### config.mk
export PLATFORM = sky130hd
export DESIGN_NAME = decode_stage
export DESIGN_NICKNAME = d
export VERILOG_FILES = /design/src/rtl/decode_pkg.sv /design/src/rtl/regfile_bypass.sv /design/src/rtl/decode_stage.sv
export SDC_FILE = /design/constraint.sdc
export NUM_CORES = 2
export LEC_CHECK = 0
export CORE_MARGIN = 2
export CORE_UTILIZATION = 45
export DETAILED_ROUTE_END_ITERATION = 10
export SYNTH_ARGS = -nofsm -noshare
export SYNTH_HDL_FRONTEND = slang
export SYNTH_SLANG_ARGS = --single-unit
### constraint.sdc
create_clock -name clk -period 3.6 [get_ports clk]
set_input_delay 0.72 -clock clk [delete_from_list [all_inputs] [get_ports clk]]
set_output_delay 0.72 -clock clk [all_outputs]
set_load 0.01 [all_outputs]
### src/rtl/decode_pkg.sv
// rtl/decode_pkg.sv - opcodes, ALU codes, jump encodings and control bundle for decode_stage
package decode_pkg;

  localparam logic [6:0] OP_LUI    = 7'b0110111;
  localparam logic [6:0] OP_AUIPC  = 7'b0010111;
  localparam logic [6:0] OP_JAL    = 7'b1101111;
  localparam logic [6:0] OP_JALR   = 7'b1100111;
  localparam logic [6:0] OP_BRANCH = 7'b1100011;
  localparam logic [6:0] OP_LOAD   = 7'b0000011;
  localparam logic [6:0] OP_STORE  = 7'b0100011;
  localparam logic [6:0] OP_IMM    = 7'b0010011;
  localparam logic [6:0] OP_OP     = 7'b0110011;

  localparam logic [3:0] ALU_ADD  = 4'd0;
  localparam logic [3:0] ALU_SUB  = 4'd1;
  localparam logic [3:0] ALU_AND  = 4'd2;
  localparam logic [3:0] ALU_OR   = 4'd3;
  localparam logic [3:0] ALU_XOR  = 4'd4;
  localparam logic [3:0] ALU_SLL  = 4'd5;
  localparam logic [3:0] ALU_SRL  = 4'd6;
  localparam logic [3:0] ALU_SRA  = 4'd7;
  localparam logic [3:0] ALU_SLT  = 4'd8;
  localparam logic [3:0] ALU_SLTU = 4'd9;

  localparam logic [1:0] JUMP_NONE = 2'b00;
  localparam logic [1:0] JUMP_JAL  = 2'b01;
  localparam logic [1:0] JUMP_JALR = 2'b10;

  typedef struct packed {
    logic [3:0] alu_ctrl;
    logic       mul_en;
    logic       branch;
    logic       mem_read;
    logic       mem_to_reg;
    logic       mem_write;
    logic       alu_src;
    logic       reg_write;
    logic       illegal;
    logic [1:0] jump;
  } ctrl_t;

  // alt selects SUB for funct3=000 and SRA for funct3=101
  function automatic logic [3:0] alu_from_funct3(input logic [2:0] funct3, input logic alt);
    case (funct3)
      3'b000:  return alt ? ALU_SUB : ALU_ADD;
      3'b001:  return ALU_SLL;
      3'b010:  return ALU_SLT;
      3'b011:  return ALU_SLTU;
      3'b100:  return ALU_XOR;
      3'b101:  return alt ? ALU_SRA : ALU_SRL;
      3'b110:  return ALU_OR;
      default: return ALU_AND;
    endcase
  endfunction

endpackage

### src/rtl/regfile_bypass.sv
// rtl/regfile_bypass.sv - NREGS x XLEN register file, two read ports, one write port, write-through bypass
module regfile_bypass #(
  parameter int XLEN  = 32,
  parameter int NREGS = 32
) (
  input  logic            clk,
  input  logic            rst,
  input  logic [4:0]      rs1,
  input  logic [4:0]      rs2,
  output logic [XLEN-1:0] rs1_data,
  output logic [XLEN-1:0] rs2_data,
  input  logic            wb_en,
  input  logic [4:0]      wb_rd,
  input  logic [XLEN-1:0] wb_data
);

  localparam int AW = $clog2(NREGS);

  logic [XLEN-1:0] regs [NREGS];

  function automatic logic in_range(input logic [4:0] idx);
    return {1'b0, idx} < 6'(NREGS);
  endfunction

  // x0 and out-of-range indices read as zero; a same-cycle write is forwarded
  assign rs1_data = (rs1 == 5'd0 || !in_range(rs1)) ? '0 :
                    (wb_en && wb_rd == rs1)          ? wb_data : regs[rs1[AW-1:0]];
  assign rs2_data = (rs2 == 5'd0 || !in_range(rs2)) ? '0 :
                    (wb_en && wb_rd == rs2)          ? wb_data : regs[rs2[AW-1:0]];

  always_ff @(posedge clk or negedge rst) begin
    if (!rst) begin
      for (int i = 0; i < NREGS; i++) regs[i] <= '0;
    end else if (wb_en && wb_rd != 5'd0 && in_range(wb_rd)) begin
      regs[wb_rd[AW-1:0]] <= wb_data;
    end
  end

endmodule

### src/rtl/decode_stage.sv
// rtl/decode_stage.sv - pipelined RV32I decode with ID/EX register, load-use stall and flush
// Optional M-extension decode enabled by defining DECODE_MUL_EN.
module decode_stage
  import decode_pkg::*;
#(
  parameter int XLEN  = 32,
  parameter int NREGS = 32
) (
  input  logic            clk,
  input  logic            rst,
  input  logic            in_valid,
  output logic            in_ready,
  input  logic [31:0]     in_instr,
  input  logic [XLEN-1:0] in_pc,
  input  logic            flush,
  input  logic            wb_en,
  input  logic [4:0]      wb_rd,
  input  logic [XLEN-1:0] wb_data,
  output logic            out_valid,
  input  logic            out_ready,
  output logic [XLEN-1:0] out_pc,
  output logic [XLEN-1:0] out_rs1_data,
  output logic [XLEN-1:0] out_rs2_data,
  output logic [XLEN-1:0] out_imm,
  output logic [4:0]      out_rs1,
  output logic [4:0]      out_rs2,
  output logic [4:0]      out_rd,
  output logic [3:0]      out_alu_ctrl,
  output logic            out_mul_en,
  output logic            out_branch,
  output logic            out_mem_read,
  output logic            out_mem_to_reg,
  output logic            out_mem_write,
  output logic            out_alu_src,
  output logic            out_reg_write,
  output logic            out_illegal,
  output logic [1:0]      out_jump
);

  logic [6:0]      opcode, funct7;
  logic [2:0]      funct3;
  logic            use_rs1, use_rs2, use_rd, known, bad_idx;
  logic [4:0]      dec_rs1, dec_rs2, dec_rd;
  logic [31:0]     imm32;
  logic [XLEN-1:0] dec_imm, rs1_data, rs2_data;
  ctrl_t           ctrl, out_ctrl;
  logic            load, hazard;

  assign opcode = in_instr[6:0];
  assign funct3 = in_instr[14:12];
  assign funct7 = in_instr[31:25];

  always_comb begin
    ctrl    = '0;
    imm32   = '0;
    use_rs1 = 1'b0;
    use_rs2 = 1'b0;
    use_rd  = 1'b0;
    known   = 1'b1;
    case (opcode)
      OP_LUI, OP_AUIPC: begin
        imm32 = {in_instr[31:12], 12'b0};
        use_rd = 1'b1; ctrl.alu_src = 1'b1; ctrl.reg_write = 1'b1;
      end
      OP_JAL: begin
        imm32 = {{12{in_instr[31]}}, in_instr[19:12], in_instr[20], in_instr[30:21], 1'b0};
        use_rd = 1'b1; ctrl.alu_src = 1'b1; ctrl.reg_write = 1'b1; ctrl.jump = JUMP_JAL;
      end
      OP_JALR: begin
        imm32 = {{20{in_instr[31]}}, in_instr[31:20]};
        use_rs1 = 1'b1; use_rd = 1'b1;
        ctrl.alu_src = 1'b1; ctrl.reg_write = 1'b1; ctrl.jump = JUMP_JALR;
      end
      OP_BRANCH: begin
        imm32 = {{20{in_instr[31]}}, in_instr[7], in_instr[30:25], in_instr[11:8], 1'b0};
        use_rs1 = 1'b1; use_rs2 = 1'b1; ctrl.branch = 1'b1; ctrl.alu_ctrl = ALU_SUB;
      end
      OP_LOAD: begin
        imm32 = {{20{in_instr[31]}}, in_instr[31:20]};
        use_rs1 = 1'b1; use_rd = 1'b1; ctrl.alu_src = 1'b1;
        ctrl.mem_read = 1'b1; ctrl.mem_to_reg = 1'b1; ctrl.reg_write = 1'b1;
      end
      OP_STORE: begin
        imm32 = {{20{in_instr[31]}}, in_instr[31:25], in_instr[11:7]};
        use_rs1 = 1'b1; use_rs2 = 1'b1; ctrl.alu_src = 1'b1; ctrl.mem_write = 1'b1;
      end
      OP_IMM: begin
        imm32 = {{20{in_instr[31]}}, in_instr[31:20]};
        use_rs1 = 1'b1; use_rd = 1'b1; ctrl.alu_src = 1'b1; ctrl.reg_write = 1'b1;
        ctrl.alu_ctrl = alu_from_funct3(funct3, funct3 == 3'b101 && funct7[5]);
      end
      OP_OP: begin
        use_rs1 = 1'b1; use_rs2 = 1'b1; use_rd = 1'b1; ctrl.reg_write = 1'b1;
        if (funct7 == 7'b0000001) begin
`ifdef DECODE_MUL_EN
          ctrl.mul_en   = 1'b1;
          ctrl.alu_ctrl = {1'b0, funct3};
`else
          known = 1'b0;
`endif
        end else if (funct7 == 7'b0000000 || funct7 == 7'b0100000) begin
          ctrl.alu_ctrl = alu_from_funct3(funct3, funct7[5]);
        end else begin
          known = 1'b0;
        end
      end
      default: known = 1'b0;
    endcase

    bad_idx = (use_rs1 && {1'b0, in_instr[19:15]} >= 6'(NREGS)) ||
              (use_rs2 && {1'b0, in_instr[24:20]} >= 6'(NREGS)) ||
              (use_rd  && {1'b0, in_instr[11:7]}  >= 6'(NREGS));

    // illegal instructions still flow downstream but must not change architectural state
    if (!known || bad_idx) begin
      ctrl.illegal    = 1'b1;
      ctrl.reg_write  = 1'b0;
      ctrl.mem_read   = 1'b0;
      ctrl.mem_to_reg = 1'b0;
      ctrl.mem_write  = 1'b0;
      ctrl.branch     = 1'b0;
      ctrl.mul_en     = 1'b0;
      ctrl.jump       = JUMP_NONE;
    end
  end

  // unused source fields are zeroed so they never match a hazard or a refresh
  assign dec_rs1 = use_rs1 ? in_instr[19:15] : 5'd0;
  assign dec_rs2 = use_rs2 ? in_instr[24:20] : 5'd0;
  assign dec_rd  = use_rd  ? in_instr[11:7]  : 5'd0;
  assign dec_imm = XLEN'($signed(imm32));

  regfile_bypass #(.XLEN(XLEN), .NREGS(NREGS)) u_regfile (
    .clk      (clk),
    .rst      (rst),
    .rs1      (dec_rs1),
    .rs2      (dec_rs2),
    .rs1_data (rs1_data),
    .rs2_data (rs2_data),
    .wb_en    (wb_en),
    .wb_rd    (wb_rd),
    .wb_data  (wb_data)
  );

  assign load     = !out_valid || out_ready;
  assign hazard   = out_valid && out_ctrl.mem_read && out_rd != 5'd0 &&
                    (dec_rs1 == out_rd || dec_rs2 == out_rd);
  assign in_ready = load && !hazard && !flush;

  always_ff @(posedge clk or negedge rst) begin
    if (!rst) begin
      out_valid    <= 1'b0;
      out_pc       <= '0;
      out_rs1_data <= '0;
      out_rs2_data <= '0;
      out_imm      <= '0;
      out_rs1      <= '0;
      out_rs2      <= '0;
      out_rd       <= '0;
      out_ctrl     <= '0;
    end else if (flush || (load && hazard)) begin
      out_valid <= 1'b0;
    end else if (load) begin
      out_valid <= in_valid;
      if (in_valid) begin
        out_pc       <= in_pc;
        out_rs1_data <= rs1_data;
        out_rs2_data <= rs2_data;
        out_imm      <= dec_imm;
        out_rs1      <= dec_rs1;
        out_rs2      <= dec_rs2;
        out_rd       <= dec_rd;
        out_ctrl     <= ctrl;
      end
    end else begin
      if (wb_en && wb_rd != 5'd0 && wb_rd == out_rs1) out_rs1_data <= wb_data;
      if (wb_en && wb_rd != 5'd0 && wb_rd == out_rs2) out_rs2_data <= wb_data;
    end
  end

  assign out_alu_ctrl   = out_ctrl.alu_ctrl;
  assign out_mul_en     = out_ctrl.mul_en;
  assign out_branch     = out_ctrl.branch;
  assign out_mem_read   = out_ctrl.mem_read;
  assign out_mem_to_reg = out_ctrl.mem_to_reg;
  assign out_mem_write  = out_ctrl.mem_write;
  assign out_alu_src    = out_ctrl.alu_src;
  assign out_reg_write  = out_ctrl.reg_write;
  assign out_illegal    = out_ctrl.illegal;
  assign out_jump       = out_ctrl.jump;

endmodule

==> flow_summary.json <==
{
  "die_w_microns": 380,
  "setup_ws_ns": 0.0377,
  "place_worst_setup_slack_ns": -0.537,
  "path_class": "in -> out",
  "setup_viol": 0,
  "total_leakage_power_nw": 33.3,
  "numCtsBuffers": 138,
  "worstRegToRegCells": 17,
  "worstSkewPairLatency_ns": 0.80,
  "htree_levels": 4,
  "clock_path_buffers": 3,
  "synthCells": 5732,
  "mostFrequentLayoutCells": "dfrtp_1, mux2_2, buf_4, nand2_1, mux2i_1",
  "grt_pass1_wl_microns": 393000,
  "async_flop_share_pct": 100,
  "grtUsageMet2_pct": 54.7,
  "core-area_sq_um": 141000,
  "critPathMaxFanout": 7,
  "grt_use_met3_pct": 10.5,
  "pwr-share-clk_pct": 37.5,
  "ys_seq_elements": 1180,
  "hold_viol": 0,
  "fin_crit_sh_pct": 99.0,
  "avgViaCountPerCell": 6.79,
  "post-route-util_pct": 54.8,
  "grt-ovfl-total": 0,
  "synth.top_cell.area_share_pct": 46.3,
  "hold_path_depth": 0,
  "rsz0062_at_grt": "no",
  "crit_required_ns": 2.88,
  "die-height_microns": 380,
  "met1_usage_pct": 48.3,
  "yosys_warnings": 0,
  "power_frac_comb_pct": 17.9,
  "whs_ns": 0.399,
  "hp-class": "reg -> reg",
  "dieArea_sq_um": 145000,
  "fin_nets": 6196,
  "grt_pass1_vias": 53700,
  "gp_congestion": 0.972,
  "synth_area_leaders": "dfrtp_1, mux2_2, mux2i_1, mux4_2, o21ai_0",
  "syn_area_per_cell_sq_um": 11.1,
  "cp.arrival_ns": 2.84,
  "first_pass_iters": 8,
  "clock.fmax_mhz": 281,
  "cp-end-kind": "output pin",
  "start_util_pct": 45.2,
  "io_pins": 266,
  "portBuffers": 264,
  "via_count": 55000,
  "area_delta_synth_final_pct": 21.3,
  "syn_area_sq_um": 63800,
  "hpwlAfterDp_microns": 180000,
  "track_usage_pct": 37.3,
  "ant_nets": 0,
  "seq_power_share_pct": 44.7,
  "startpoint_type": "input pin",
  "drv_slew": 0,
  "power_switching_mw": 11.3,
  "synth_cell_types": 89,
  "wl_microns": 276000,
  "initialDrtViolationCount": 7088,
  "yosys.area.top_type": "dfrtp_1",
  "clock_sinks": 1180,
  "synth-edff-count": 0,
  "period_minus_slack_ns": 3.56,
  "slew_headroom_pct": 4.71,
  "grt_max_degree": 108,
  "busiest_layer": "met2",
  "tightest_slew_ns": 1.42,
  "wire_per_inst_microns": 34.1,
  "p_per_area_nw_per_um2": 509,
  "yosysSeqAreaShare_pct": 46.3,
  "p_int_mw": 28.0,
  "cts_tree": "built",
  "synth_ff_type": "dfrtp_1",
  "core.rowCount": 138,
  "antenna_found_initial": 20,
  "route.detailed.drc": 0,
  "clk_pin_slew_ns": 0.05,
  "layout_commonest_cell": "dfrtp_1",
  "fin_skew_ns": 0.0321,
  "irDropWorstVdd_mv": 0.481,
  "swShare_pct": 28.8,
  "status": "finished, final reports clean",
  "cts_root_buffer": "clkbuf_16",
  "drive_above_1_share_pct": 32.2,
  "synth_nets": 5839,
  "drv_cap": 0
}
==> power by group through the flow <==
stage	clock network, mW	registers (mW)	logic (mW)
floorplan	0	17.1	4.46
global placement	0	17.6	6.75
detailed placement	0	17.7	6.90
CTS	14.9	17.5	6.96
global route	15.4	17.8	7.52
finish	14.7	17.6	7.04
==> sequential cells by signal, summed over array words and instances, names as in the netlist <==
| register | count |
|---|---|
| out_reg_write | 1 |
| out_imm | 32 |
| out_alu_ctrl | 4 |
| out_valid | 1 |
| out_mem_write | 1 |
| out_rd | 5 |
| out_illegal | 1 |
| out_branch | 1 |
| u_regfile.regs | 1024 |
| out_rs1 | 5 |
| out_rs2 | 5 |
| out_jump | 2 |
| out_rs2_data | 32 |
| out_pc | 32 |
| out_mem_read | 1 |
| out_alu_src | 1 |
| out_rs1_data | 32 |
==> metal layers <==
metal  vias up  routed length [microns]
li1      22200                        -
met1     27900                   105000
met2      3895                   118000
met3       997                    32400
met4         4                    20500
met5         -                       22
==> per-stage QoR <==
stage               area, sq um  setup TNS (ns)  std cells  power [mW]
global route              77300               0       8092        40.8
global placement          72300          -12.61       7821        24.3
finish                    77400               0       8098        39.4
floorplan                 63800               0       5732        21.6
detailed placement        72300          -17.25       7821        24.6
CTS                       77300          -0.109       8089        39.3
==> synth_stat cells (92+ instances only) <==
master and n:
clkbuf_1 443, a211oi_1 104, mux2_2 999, a21oi_1 276
mux2i_1 347, nand2_1 403, nor2_1 233, mux4_2 93
a221oi_1 108, o221ai_1 92, dfrtp_1 1180, buf_2 108
o21ai_0 335, a31oi_1 101
==> cell families (layout without fill, tap and decap cells) <==
group | count (synthesis) | in the layout | synth area share (%)
XOR/XNOR | 22 | 22 | 0.302
other | 1 | 11 | 0.00588
AND/OR/NAND/NOR | 905 | 905 | 6.40
AO/OA/AOI/OAI | 1424 | 1424 | 14.9
flip-flops | 1180 | 1180 | 46.3
multiplexers | 1502 | 1502 | 27.5
buffers and inverters | 698 | 1164 | 4.57
==> layout make-up <==
type / count / area [sq um]
flip-flops and latches: 1180 / 29500
well taps: 1890 / 2360
fillers: 12100 / 63700
inverters: 78 / 293
clock inverters: 42 / 648
repair buffers: 837 / 8610
multi-input cells: 3854 / 31800
diodes: 10 / 25.0
clock buffers: 207 / 4070
==> final timing paths <==
kind	startpoint	to	slack, ns
worst min register to register	u_regfile.regs[1022]	u_regfile.regs[1022]	0.40
min in group asynchronous	rst	u_regfile.regs[221]	0.52
worst max register to register	out_rd[2]	out_rs1_data[21]	0.14
worst max-delay path	in_instr[6]	in_ready	0.04
max in group asynchronous	rst	u_regfile.regs[68]	1.95
worst min-delay path	u_regfile.regs[1022]	u_regfile.regs[1022]	0.40
==> worst max-delay path, cell delays in order <==
cell and delay [ns]:
clkdlybuf4s50_1 0.48, buf_6 0.15, buf_4 0.13, nand3b_4 0.12
a21oi_4 0.21, mux2i_1 0.26, nand3_1 0.17, a21oi_4 0.25
nor3_4 0.09, clkdlybuf4s15_1 0.27
==> timing repair <==
action | CTS | global route
cloned | 1 | 2
setup endpoints to repair | 1 | 65
hold buffers | 1 | 0
buffers inserted | 17 | 3
hold endpoints to repair | 57 | 0
pin swaps | 6 | 8
resized for setup | 34 | 9
(Power assumes the default switching activity.)
==> variant, RTL diff (config.mk and constraints unchanged) <==
Add a define of `DECODE_MUL_EN`.
--- a/src/rtl/decode_stage.sv
+++ b/src/rtl/decode_stage.sv
@@ -1,5 +1,7 @@
 // rtl/decode_stage.sv - pipelined RV32I decode with ID/EX register, load-use stall and flush
 // Optional M-extension decode enabled by defining DECODE_MUL_EN.
+`define DECODE_MUL_EN
+
 module decode_stage
   import decode_pkg::*;
 #(
Check against the original RTL: not settled (the Yosys comparison gave no result); the edit may change what the design does.
==> variant against the unedited design <==
Combinational power is 5.7% lower; wire length is 8.7% lower; clock skew is 0.0024 ns higher; cell area is 0.15% lower; largest power group unchanged; setup slack better by 0.12 ns; area after synthesis is 0.37% higher; total power is 2.8% lower; sequential cell count is 1 higher; die area is 0.36% higher.
==> variant: results (changes against the unedited design) <==
The register cell area after layout came out at 29,600 sq um (about the same). The wire length of the first global-routing pass came out at 369,000 microns (-6.2%). The slowest stage of the critical path belongs to the cell sky130_fd_sc_hd__clkdlybuf4s50_1. The leakage power summed over all cells is 32.8 nW (-1.3%). The number of buffers created by CTS was 137 (-0.72%). The pin count of the biggest net entering global routing is 100 (-7.4%). The number of placed cells counting well taps is 7,973 (+1.9%). The post-synthesis sequential area ratio is 0.462 (-0.00130). The number of design-rule violations left by the first detailed-router iteration came out at 6,195 (-13%). The number of detailed-routing iterations run before antenna repair came out at 6 (-2). The detailed-route via count came to 53,800 (-2.2%). The minimum setup slack after placement is -0.292 ns (+0.245 ns). The number of antenna violations at the first check in global routing is 7 (-65%).

The number of port buffers is 265 (+0.38%). The met2 track demand over resource in global routing is 0.516 (-0.0311). The share of cells above drive strength 1 came out at 0.316 (-0.00619). The part of the total power dissipated in the clock network came out at 0.366 (-0.009). The reg2reg setup slack came out at 0.74 ns (+0.60 ns). The classification of the worst-slack hold path is input pin to register. Counting instances in the post-synthesis netlist gives the leading cell types as 1,181 x sky130_fd_sc_hd__dfrtp_1, 1,068 x sky130_fd_sc_hd__mux2_2, 746 x sky130_fd_sc_hd__nand2_1, 411 x sky130_fd_sc_hd__mux2i_1, 339 x sky130_fd_sc_hd__clkbuf_1. The met3 wire length was 25,700 microns (-21%). Ranked by total cell area, the synthesized netlist is headed by sky130_fd_sc_hd__dfrtp_1 46%, sky130_fd_sc_hd__mux2_2 19%, sky130_fd_sc_hd__mux2i_1 6.4%.

The total routed wire length on the met1 layer came out at 101,000 microns (-3.0%). The number of nets in the final layout came out at 6,332 (+2.2%). The global routing usage on met1 came out at 0.465 (-0.0172). The met3 capacity usage during global routing came out at 0.0780 (-0.0274). The placed instance area came to 72,700 sq um (+0.56%).

The data arrival time of the critical path is 2.72 ns (-0.12 ns). The flip-flop count of the largest register after layout is 1,024 (unchanged). The average size of a mapped cell came out at 10.9 sq um (-2.2%). The number of distinct library cells after synthesis is 83 (-6.7%). The worst reg2reg path startpoint is out_rd[4]. The compound-gate portion of the synthesized area is 0.126 (-0.0233).

The ratio of total power to cell area came out at 495 nW/um^2 (-2.6%). The relative max-transition margin came out at 0.139 (+0.0916). The proportion of power drawn by combinational gates came to 0.174 (-0.005).

The number of global-route vias before repair is 52,900 (-1.4%). The switching share of power is 0.283 (-0.00519). The peak supply drop came out at 0.000482 V (+0.17%). The run finished with clean final reports. The xor/xnor share of the synthesized area was 0.00260 (-0.000422). The placed wire-length estimate after detailed placement was 157,000 microns (-13%).

The worst-case clock skew is 0.0345 ns (+0.00235 ns). The net count after synthesis is 5,988 (+2.6%). The portion of netlist area occupied by mux cells came out at 0.276 (+0.000911). The final weighted congestion in routability-driven placement came out at 0.933 (-4.1%). In this run the worst setup path begins at in_instr[3]. The global-route usage over all layers is 0.342 (-0.0310).

The final instance count without filler cells is 8,218 (+1.5%). The length in cells of the worst reg-to-reg path came out at 10 (-7). The largest fanout on the critical path was 5 (-2). The routed wire length came to 252,000 microns (-8.7%).

The destination of the worst register-to-register timing path is out_rs2_data[25].
==> variant: worst min-delay path by stage <==
stage                         start              endpoint  slack (ns)  cells after the start
6_report               in_instr[18]           out_imm[18]        0.36                      3
5_1_grt                in_instr[17]           out_imm[17]        0.36                      3
3_3_place_gp    u_regfile.regs[995]   u_regfile.regs[995]        0.39                      0
3_5_place_dp   u_regfile.regs[1018]  u_regfile.regs[1018]        0.38                      0
4_1_cts                in_instr[18]           out_imm[18]        0.32                      3
2_1_floorplan                   rst       out_alu_ctrl[0]        0.42                      0
==> variant: area by class of cell <==
cell class / count / area share
diodes: 2 / 0.0000648
clock inverters: 34 / 0.00462
clock buffers: 206 / 0.0528
repair buffers: 821 / 0.114
inverters: 16 / 0.000778
multi-input cells: 4068 / 0.414
well taps: 1890 / 0.0306
flip-flops and latches: 1181 / 0.383
==> variant: what timing repair did <==
action,CTS,global route
endpoints found under the hold margin,11,0
resized for setup,21,0
buffers inserted,2,0
hold buffers,1,0
endpoints found under the setup margin,1,0
